<file path="config.mk">
export PLATFORM = sky130hd
export DESIGN_NAME = stream_minhash_sketcher_flat
export DESIGN_NICKNAME = d
export VERILOG_FILES = /design/src/rtl/stream_minhash_sketcher_if.sv /design/src/rtl/stream_minhash_sketcher.sv /design/src/flat_wrapper.sv
export SDC_FILE = /design/constraint.sdc
export NUM_CORES = 2
export LEC_CHECK = 0
export ABC_AREA = 1
export CORE_AREA = 2 2 428 324
export CTS_BUF_LIST = sky130_fd_sc_hd__clkbuf_8
export CTS_CLUSTER_DIAMETER = 100
export DETAILED_ROUTE_END_ITERATION = 16
export DIE_AREA = 0 0 430 326
export SLEW_MARGIN = 20
export SYNTH_ARGS = -nofsm -noshare
export SYNTH_HDL_FRONTEND = slang
export SYNTH_SLANG_ARGS = --single-unit
</file>
<file path="constraint.sdc">
create_clock -name clk -period 2.3 [get_ports clk]
set_input_delay 0.46 -clock clk [delete_from_list [all_inputs] [get_ports clk]]
set_output_delay 0.46 -clock clk [all_outputs]
set_load 0.05 [all_outputs]
</file>
<file path="src/rtl/stream_minhash_sketcher_if.sv">
// Handshake bundle between the k-mer hasher array, the sketcher and the bucket/LSH stage.
// The master side is the environment (upstream source plus downstream sink); the slave side is the sketcher.
interface stream_minhash_sketcher_if #(
  parameter int unsigned SKETCH_SIZE         = 16,
  parameter int unsigned H1_WIDTH            = 32,
  parameter int unsigned H2_WIDTH            = 32,
  parameter int unsigned LOG2_NUM_OF_BUCKETS = 8,
  parameter int unsigned CNT_WIDTH           = 16
);
  logic                                        in_valid;
  logic                                        in_ready;
  logic [H1_WIDTH-1:0]                         in_h1;
  logic [H2_WIDTH-1:0]                         in_h2;
  logic                                        in_last;
  logic                                        sketch_valid;
  logic                                        sketch_ready;
  logic [SKETCH_SIZE*LOG2_NUM_OF_BUCKETS-1:0]  sketch_bucket;
  logic [SKETCH_SIZE*H1_WIDTH-1:0]             sketch_h1;
  logic [$clog2(SKETCH_SIZE+1)-1:0]            sketch_count;
  logic [CNT_WIDTH-1:0]                        kmer_count;

  modport master (
    output in_valid, in_h1, in_h2, in_last, sketch_ready,
    input  in_ready, sketch_valid, sketch_bucket, sketch_h1, sketch_count, kmer_count
  );

  modport slave (
    input  in_valid, in_h1, in_h2, in_last, sketch_ready,
    output in_ready, sketch_valid, sketch_bucket, sketch_h1, sketch_count, kmer_count
  );
endinterface

</file>
<file path="src/rtl/stream_minhash_sketcher.sv">
// Streaming bottom-S MinHash sketcher: single-pass sorted insertion of pre-hashed k-mers,
// keeping the SKETCH_SIZE smallest h1 values of a window together with their h2 buckets.
module stream_minhash_sketcher #(
  parameter int unsigned SKETCH_SIZE         = 16,
  parameter int unsigned H1_WIDTH            = 32,
  parameter int unsigned H2_WIDTH            = 32,
  parameter int unsigned LOG2_NUM_OF_BUCKETS = 8,
  parameter int unsigned DEDUP               = 1,
  parameter int unsigned CNT_WIDTH           = 16
) (
  input  logic                    clk,
  input  logic                    reset_n,
  stream_minhash_sketcher_if.slave bus
);
  localparam int unsigned CW = $clog2(SKETCH_SIZE + 1);
  localparam int unsigned L  = LOG2_NUM_OF_BUCKETS;

  typedef enum logic {COLLECT, DONE} state_t;

  state_t               state, state_nxt;
  logic                 started;
  logic                 in_ready, sketch_valid;
  logic                 accept, clear, dup, insert;
  logic [SKETCH_SIZE-1:0] le, le_prev;
  logic [H1_WIDTH-1:0]  h1_q  [SKETCH_SIZE];
  logic [L-1:0]         bkt_q [SKETCH_SIZE];
  logic [H1_WIDTH-1:0]  h1_sh [SKETCH_SIZE];
  logic [L-1:0]         bkt_sh[SKETCH_SIZE];
  logic [H1_WIDTH-1:0]  h1_nxt [SKETCH_SIZE];
  logic [L-1:0]         bkt_nxt[SKETCH_SIZE];
  logic [CW-1:0]        count_q;
  logic [CNT_WIDTH-1:0] kmer_q;

  // Holds in_ready low through reset until the first clock after release.
  always_ff @(posedge clk or negedge reset_n) begin
    if (!reset_n) started <= 1'b0;
    else          started <= 1'b1;
  end

  // State register.
  always_ff @(posedge clk or negedge reset_n) begin
    if (!reset_n) state <= COLLECT;
    else          state <= state_nxt;
  end

  // Next state and handshake outputs.
  always_comb begin
    state_nxt    = state;
    in_ready     = 1'b0;
    sketch_valid = 1'b0;
    case (state)
      COLLECT: begin
        in_ready = started;
        if (bus.in_valid && started && bus.in_last) state_nxt = DONE;
      end
      DONE: begin
        sketch_valid = 1'b1;
        if (bus.sketch_ready) state_nxt = COLLECT;
      end
      default: state_nxt = COLLECT;
    endcase
  end

  assign accept = bus.in_valid & in_ready;
  assign clear  = sketch_valid & bus.sketch_ready;

  // Parallel compare of the incoming h1 against every filled slot, and the candidate slot contents.
  // Slots are sorted, so le is a prefix mask; a slot takes the new entry where le drops from 1 to 0,
  // and its lower neighbour's contents above that point.
  always_comb begin
    dup = 1'b0;
    le  = '0;
    for (int unsigned i = 0; i < SKETCH_SIZE; i++) begin
      if (32'(count_q) > i) begin
        if (h1_q[i] == bus.in_h1) dup = 1'b1;
        le[i] = (h1_q[i] <= bus.in_h1);
      end
    end
    le_prev   = {le[SKETCH_SIZE-2:0], 1'b1};
    insert    = !((DEDUP != 0) && dup) && !le[SKETCH_SIZE-1];
    h1_sh[0]  = bus.in_h1;
    bkt_sh[0] = bus.in_h2[L-1:0];
    for (int unsigned i = 1; i < SKETCH_SIZE; i++) begin
      h1_sh[i]  = h1_q[i-1];
      bkt_sh[i] = bkt_q[i-1];
    end
    for (int unsigned i = 0; i < SKETCH_SIZE; i++) begin
      if (le[i]) begin
        h1_nxt[i]  = h1_q[i];
        bkt_nxt[i] = bkt_q[i];
      end else if (le_prev[i]) begin
        h1_nxt[i]  = bus.in_h1;
        bkt_nxt[i] = bus.in_h2[L-1:0];
      end else begin
        h1_nxt[i]  = h1_sh[i];
        bkt_nxt[i] = bkt_sh[i];
      end
    end
  end

  // Sketch slots and counters: cleared on reset and on sketch handover, updated on accepted beats.
  always_ff @(posedge clk or negedge reset_n) begin
    if (!reset_n) begin
      for (int unsigned i = 0; i < SKETCH_SIZE; i++) begin
        h1_q[i]  <= '1;
        bkt_q[i] <= '0;
      end
      count_q <= '0;
      kmer_q  <= '0;
    end else if (clear) begin
      for (int unsigned i = 0; i < SKETCH_SIZE; i++) begin
        h1_q[i]  <= '1;
        bkt_q[i] <= '0;
      end
      count_q <= '0;
      kmer_q  <= '0;
    end else if (accept) begin
      if (kmer_q != '1) kmer_q <= kmer_q + 1'b1;
      if (insert) begin
        for (int unsigned i = 0; i < SKETCH_SIZE; i++) begin
          h1_q[i]  <= h1_nxt[i];
          bkt_q[i] <= bkt_nxt[i];
        end
        if (count_q != CW'(SKETCH_SIZE)) count_q <= count_q + 1'b1;
      end
    end
  end

  for (genvar g = 0; g < SKETCH_SIZE; g++) begin : g_pack
    assign bus.sketch_h1[g*H1_WIDTH +: H1_WIDTH] = h1_q[g];
    assign bus.sketch_bucket[g*L +: L]           = bkt_q[g];
  end

  assign bus.in_ready     = in_ready;
  assign bus.sketch_valid = sketch_valid;
  assign bus.sketch_count = count_q;
  assign bus.kmer_count   = kmer_q;
endmodule

</file>
<file path="src/flat_wrapper.sv">
// flat-port wrapper written by rule: the top's interface ports become plain ports
module stream_minhash_sketcher_flat 
#(
  parameter int unsigned SKETCH_SIZE         = 16,
  parameter int unsigned H1_WIDTH            = 32,
  parameter int unsigned H2_WIDTH            = 32,
  parameter int unsigned LOG2_NUM_OF_BUCKETS = 8,
  parameter int unsigned DEDUP               = 1,
  parameter int unsigned CNT_WIDTH           = 16
)
  (clk, reset_n, bus_in_valid, bus_in_h1, bus_in_h2, bus_in_last, bus_sketch_ready, bus_in_ready, bus_sketch_valid, bus_sketch_bucket, bus_sketch_h1, bus_sketch_count, bus_kmer_count);
  stream_minhash_sketcher_if #(.SKETCH_SIZE(SKETCH_SIZE), .H1_WIDTH(H1_WIDTH), .H2_WIDTH(H2_WIDTH), .LOG2_NUM_OF_BUCKETS(LOG2_NUM_OF_BUCKETS), .CNT_WIDTH(CNT_WIDTH)) bus_i ();
  input  logic clk;
  input  logic reset_n;
  input wire logic [$bits(bus_i.in_valid)-1:0] bus_in_valid;
  input wire logic [$bits(bus_i.in_h1)-1:0] bus_in_h1;
  input wire logic [$bits(bus_i.in_h2)-1:0] bus_in_h2;
  input wire logic [$bits(bus_i.in_last)-1:0] bus_in_last;
  input wire logic [$bits(bus_i.sketch_ready)-1:0] bus_sketch_ready;
  output wire logic [$bits(bus_i.in_ready)-1:0] bus_in_ready;
  output wire logic [$bits(bus_i.sketch_valid)-1:0] bus_sketch_valid;
  output wire logic [$bits(bus_i.sketch_bucket)-1:0] bus_sketch_bucket;
  output wire logic [$bits(bus_i.sketch_h1)-1:0] bus_sketch_h1;
  output wire logic [$bits(bus_i.sketch_count)-1:0] bus_sketch_count;
  output wire logic [$bits(bus_i.kmer_count)-1:0] bus_kmer_count;
  assign bus_i.in_valid = bus_in_valid;
  assign bus_i.in_h1 = bus_in_h1;
  assign bus_i.in_h2 = bus_in_h2;
  assign bus_i.in_last = bus_in_last;
  assign bus_i.sketch_ready = bus_sketch_ready;
  assign bus_in_ready = bus_i.in_ready;
  assign bus_sketch_valid = bus_i.sketch_valid;
  assign bus_sketch_bucket = bus_i.sketch_bucket;
  assign bus_sketch_h1 = bus_i.sketch_h1;
  assign bus_sketch_count = bus_i.sketch_count;
  assign bus_kmer_count = bus_i.kmer_count;
  stream_minhash_sketcher #(.SKETCH_SIZE(SKETCH_SIZE), .H1_WIDTH(H1_WIDTH), .H2_WIDTH(H2_WIDTH), .LOG2_NUM_OF_BUCKETS(LOG2_NUM_OF_BUCKETS), .DEDUP(DEDUP), .CNT_WIDTH(CNT_WIDTH)) u_core (.clk(clk), .reset_n(reset_n), .bus(bus_i));
endmodule
</file>
==> impl_results.rst <==
.. list-table::
   :header-rows: 1

   * - Metric
     - Value
   * - Share of the synthesized area in the top cell type
     - 28.4%
   * - Measured slew at the worst slew-check pin
     - 0.617 ns
   * - Initial Util
     - 34.7%
   * - Pin count of the biggest net entering global routing
     - 75
   * - Worst relative slew slack
     - 58.7%
   * - Total length of routed wires
     - 264,000 um
   * - Minimum setup slack among reg-to-reg paths
     - -0.57 ns
   * - Mean Syn Cell Area
     - 6.85 sq um
   * - Number of buffers on the longest clock path
     - 3
   * - Number of different library cells in the post-synthesis netlist
     - 36
   * - Layout overhead on the synthesized area
     - 47.0%
   * - Number of clock sinks seen by CTS
     - 663
   * - Clock latency on the worst-skew pair
     - 0.93 ns
   * - Number of I/O port buffers
     - 707
   * - Final hold violation count
     - 0
   * - FFs w/ async S/R, synth
     - 100%
   * - CTS root buffer
     - sky130_fd_sc_hd__clkbuf_8
   * - Wire length per cell
     - 25.5 um
   * - CTS Buf Count
     - 131
   * - Peak ir drop on the vdd network
     - 1310 uV
   * - Clock period minus worst slack
     - 2.87 ns
   * - Die area
     - 140,000 sq um
   * - Most frequent cells after synthesis
     - 3,410 x sky130_fd_sc_hd__nand2_1, 947 x sky130_fd_sc_hd__nand3_1, 518 x sky130_fd_sc_hd__ha_1, 512 x sky130_fd_sc_hd__dfstp_2, 309 x sky130_fd_sc_hd__clkbuf_1
   * - Achievable frequency
     - 0.348 GHz
   * - Library cell with the highest instance count after synthesis
     - sky130_fd_sc_hd__nand2_1
   * - Vertical extent of the die
     - 326 um
   * - Yosys reg bits
     - 663
   * - Number of enable-type register cells in the synthesized netlist
     - 0
   * - Run status
     - finished, violations left
   * - Kind of path behind the tightest hold check
     - input pin to flip-flop
   * - Unrepaired setup endpoints after global routing
     - true
   * - CTS HTree Levels
     - 4
   * - Setup-failing EPs final
     - 834
   * - DP HPWL
     - 192,000 um
   * - Core box area
     - 137,000 sq um
   * - Synthesized instance count
     - 6,912
   * - Vias post-DR
     - 56,400
   * - Top post-synthesis cells by area
     - sky130_fd_sc_hd__dfstp_2 28%, sky130_fd_sc_hd__nand2_1 27%, sky130_fd_sc_hd__ha_1 14%
   * - Pwr dens
     - 1490 nW/um^2
   * - Data required time of the critical path
     - 3.13 ns
   * - Max Cap Viol
     - 0
   * - Placed inst area
     - 64,100 sq um
   * - First-pass GRT wire length
     - 372,000 um
   * - All-Layer GR Usage
     - 36.3%
   * - Antenna violation net count after detailed routing
     - 0
   * - Static Leak
     - 0.0363 uW
   * - Setup slack of the critical path after layout
     - -0.572 ns
   * - Crit Path Max Fanout
     - 8
   * - Die Width
     - 430 um
   * - Kind of launch point of the worst setup path
     - flip-flop
   * - Post-Route Skew
     - 0.0442 ns
   * - TritonCTS clock tree
     - done
   * - Rows
     - 118
   * - Ratio of routed vias to standard cells
     - 5.44
   * - Clock slew at reported path FFs
     - 0.06 ns
   * - Number of antenna violations at the first check in global routing
     - 17
   * - Final number of max-transition violations
     - 0
   * - Sequential-to-total area share from yosys stat
     - 36.4%
   * - Violations in the final reports
     - setup timing
   * - Post-synthesis net count
     - 7,499
   * - Number of detailed-route iterations in the first pass
     - 12
   * - Netlist Area Pre-Place
     - 47,400 sq um
   * - DRC errors left
     - 0
   * - Dominant cell type by area after synthesis
     - sky130_fd_sc_hd__dfstp_2
   * - Element type at the critical path end
     - flip-flop
   * - Fraction of final layout cells sized beyond drive strength 1
     - 32.5%
   * - Overflow left after global routing
     - 0
   * - Total I/O pin count
     - 732
   * - Number of global-route vias before repair
     - 53,800
   * - Ratio of final minimum period to clock period
     - 125%
   * - Worst setup path class
     - flip-flop to flip-flop
   * - Leading register cell type out of synthesis
     - sky130_fd_sc_hd__dfstp_2
   * - Arrival time at the worst endpoint
     - 3.70 ns
   * - Fin nets
     - 9,060
   * - DRC marker count from the first detailed-route iteration
     - 5,631
   * - Count of yosys warnings during synthesis
     - 0
   * - Summed area of non-filler cells in the final layout
     - 69,600 sq um
   * - Final Wtd Congestion
     - 0.998
   * - Setup TNS Final
     - -342.77 ns
path summary, 6_finish.rpt:
check                                                    startpoint  depth (start not counted)                                       end
max                            u_core.bus.sketch_h1[96]$_DFFE_PN1P_                         19  u_core.bus.sketch_bucket[93]$_DFFE_PN0P_
min                                                     bus_in_last                          3                    u_core.state$_DFF_PN0_
max reg2reg                    u_core.bus.sketch_h1[96]$_DFFE_PN1P_                         19  u_core.bus.sketch_bucket[93]$_DFFE_PN0P_
min reg2reg                u_core.bus.sketch_bucket[52]$_DFFE_PN0P_                          2  u_core.bus.sketch_bucket[52]$_DFFE_PN0P_
max in group asynchronous                                   reset_n                          4       u_core.bus.sketch_h1[6]$_DFFE_PN1P_
min in group asynchronous                                   reset_n                          2     u_core.bus.sketch_h1[271]$_DFFE_PN1P_
registers in the layout (all words and copies together) (netlist names):
name,cells
u_core.bus.sketch_bucket,128
u_core.started,1
u_core.bus.sketch_h1,512
u_core.state,1
u_core.bus.kmer_count,16
u_core.bus.sketch_count,5
placed cells by master (no fill, tap or decap), types with 6 or more instances in the layout:
master	instances
sky130_fd_sc_hd__nor2_1	192
sky130_fd_sc_hd__o21ai_0	101
sky130_fd_sc_hd__o21a_1	21
sky130_fd_sc_hd__clkbuf_8	158
sky130_fd_sc_hd__nor3_1	18
sky130_fd_sc_hd__dfrtp_1	148
sky130_fd_sc_hd__inv_1	196
sky130_fd_sc_hd__buf_12	142
sky130_fd_sc_hd__nand3_4	13
sky130_fd_sc_hd__nand2_4	26
sky130_fd_sc_hd__dfstp_2	497
sky130_fd_sc_hd__inv_6	27
sky130_fd_sc_hd__inv_2	22
sky130_fd_sc_hd__o211ai_1	10
sky130_fd_sc_hd__buf_8	9
sky130_fd_sc_hd__dfstp_4	15
sky130_fd_sc_hd__ha_1	446
sky130_fd_sc_hd__clkdlybuf4s50_1	174
sky130_fd_sc_hd__clkbuf_16	10
sky130_fd_sc_hd__nand2_2	105
sky130_fd_sc_hd__buf_6	29
sky130_fd_sc_hd__nand4_1	38
sky130_fd_sc_hd__ha_4	71
sky130_fd_sc_hd__clkinvlp_4	8
sky130_fd_sc_hd__nand3_2	62
sky130_fd_sc_hd__nand2_8	10
sky130_fd_sc_hd__buf_16	6
sky130_fd_sc_hd__diode_2	9
sky130_fd_sc_hd__nor2_4	40
sky130_fd_sc_hd__nand3_1	874
sky130_fd_sc_hd__clkinv_2	8
sky130_fd_sc_hd__nand2_1	3269
sky130_fd_sc_hd__nor2_2	35
sky130_fd_sc_hd__a21oi_1	254
sky130_fd_sc_hd__buf_4	1454
report_power, final:
| group | leakage (uW) | total (uW) | switching, uW | internal, uW |
|---|---|---|---|---|
| Sequential | 0.00744 | 23100 | 4110 | 19000 |
| Combinational | 0.0274 | 68500 | 44700 | 23800 |
| Clock | 0.00142 | 12200 | 6060 | 6150 |
metrics by stage:
stage	hold WS [ns]	instances	worst slack (ns)	total power [uW]	util, %
floorplan	0.164	6912	-0.212	59900	-
global placement	0.485	10100	-2.06	87700	46.9
detailed placement	0.496	10100	-2.08	88400	47.0
CTS	0.0835	10300	-0.547	102000	49.9
global route	0.145	10400	-0.630	109000	51.0
finish	0.141	10400	-0.572	104000	51.0
final cells by class:
class	count	area, sq um
clock buffer	157	2160
inverter	209	968
clock inverter	67	308
sequential	663	17300
multi-input combinational	5633	30200
timing repair buffer	1835	16500
fill	13400	66900
tap	1800	2250
antenna	9	22.5
worst max-delay path, stage by stage (launching register included):
cell and delay, ns:
sky130_fd_sc_hd__dfstp_2 0.56, sky130_fd_sc_hd__inv_4 0.06, sky130_fd_sc_hd__ha_4 0.25, sky130_fd_sc_hd__nand4_1 0.12, sky130_fd_sc_hd__nor2_2 0.23, sky130_fd_sc_hd__nand2_2 0.09
sky130_fd_sc_hd__nor2_4 0.21, sky130_fd_sc_hd__nand2_2 0.10, sky130_fd_sc_hd__nand2_4 0.10, sky130_fd_sc_hd__nor2_4 0.04, sky130_fd_sc_hd__nand2_2 0.07, sky130_fd_sc_hd__nor2_4 0.05
sky130_fd_sc_hd__nand3_4 0.09, sky130_fd_sc_hd__buf_8 0.12, sky130_fd_sc_hd__nand2_8 0.09, sky130_fd_sc_hd__buf_8 0.16, sky130_fd_sc_hd__buf_16 0.15, sky130_fd_sc_hd__nand2_8 0.13
sky130_fd_sc_hd__nand2_2 0.06, sky130_fd_sc_hd__nand2_1 0.05
logic make-up after synthesis:
logic type               Yosys count  share of synthesized area, %
flip-flops                       663                          36.4
AO/OA/AOI/OAI                    409                          4.56
other                              1                       0.00792
adder cells (fa/ha/maj)          518                          13.7
AND/OR/NAND/NOR                 4693                          40.1
XOR/XNOR                           2                        0.0370
buffers and inverters            626                          5.22
layer usage:
metal  vias to the layer above  GRT usage [%]  wire (um)
met2                      2978           56.9     117000
met4                         6           21.0      17500
li1                      25600              -          -
met3                       762           9.56      26200
met5                         -              0         44
met1                     27100           45.1     104000
what timing repair did:
| action | CTS | global route |
|---|---|---|
| hold endpoints to repair | 156 | 0 |
| cloned | 18 | 14 |
| pin swaps | 55 | 79 |
| setup endpoints to repair | 1079 | 940 |
| hold buffers | 1 | 0 |
| setup buffers | 36 | 21 |
| resized for setup | 221 | 260 |
(Power assumes the default switching activity.)
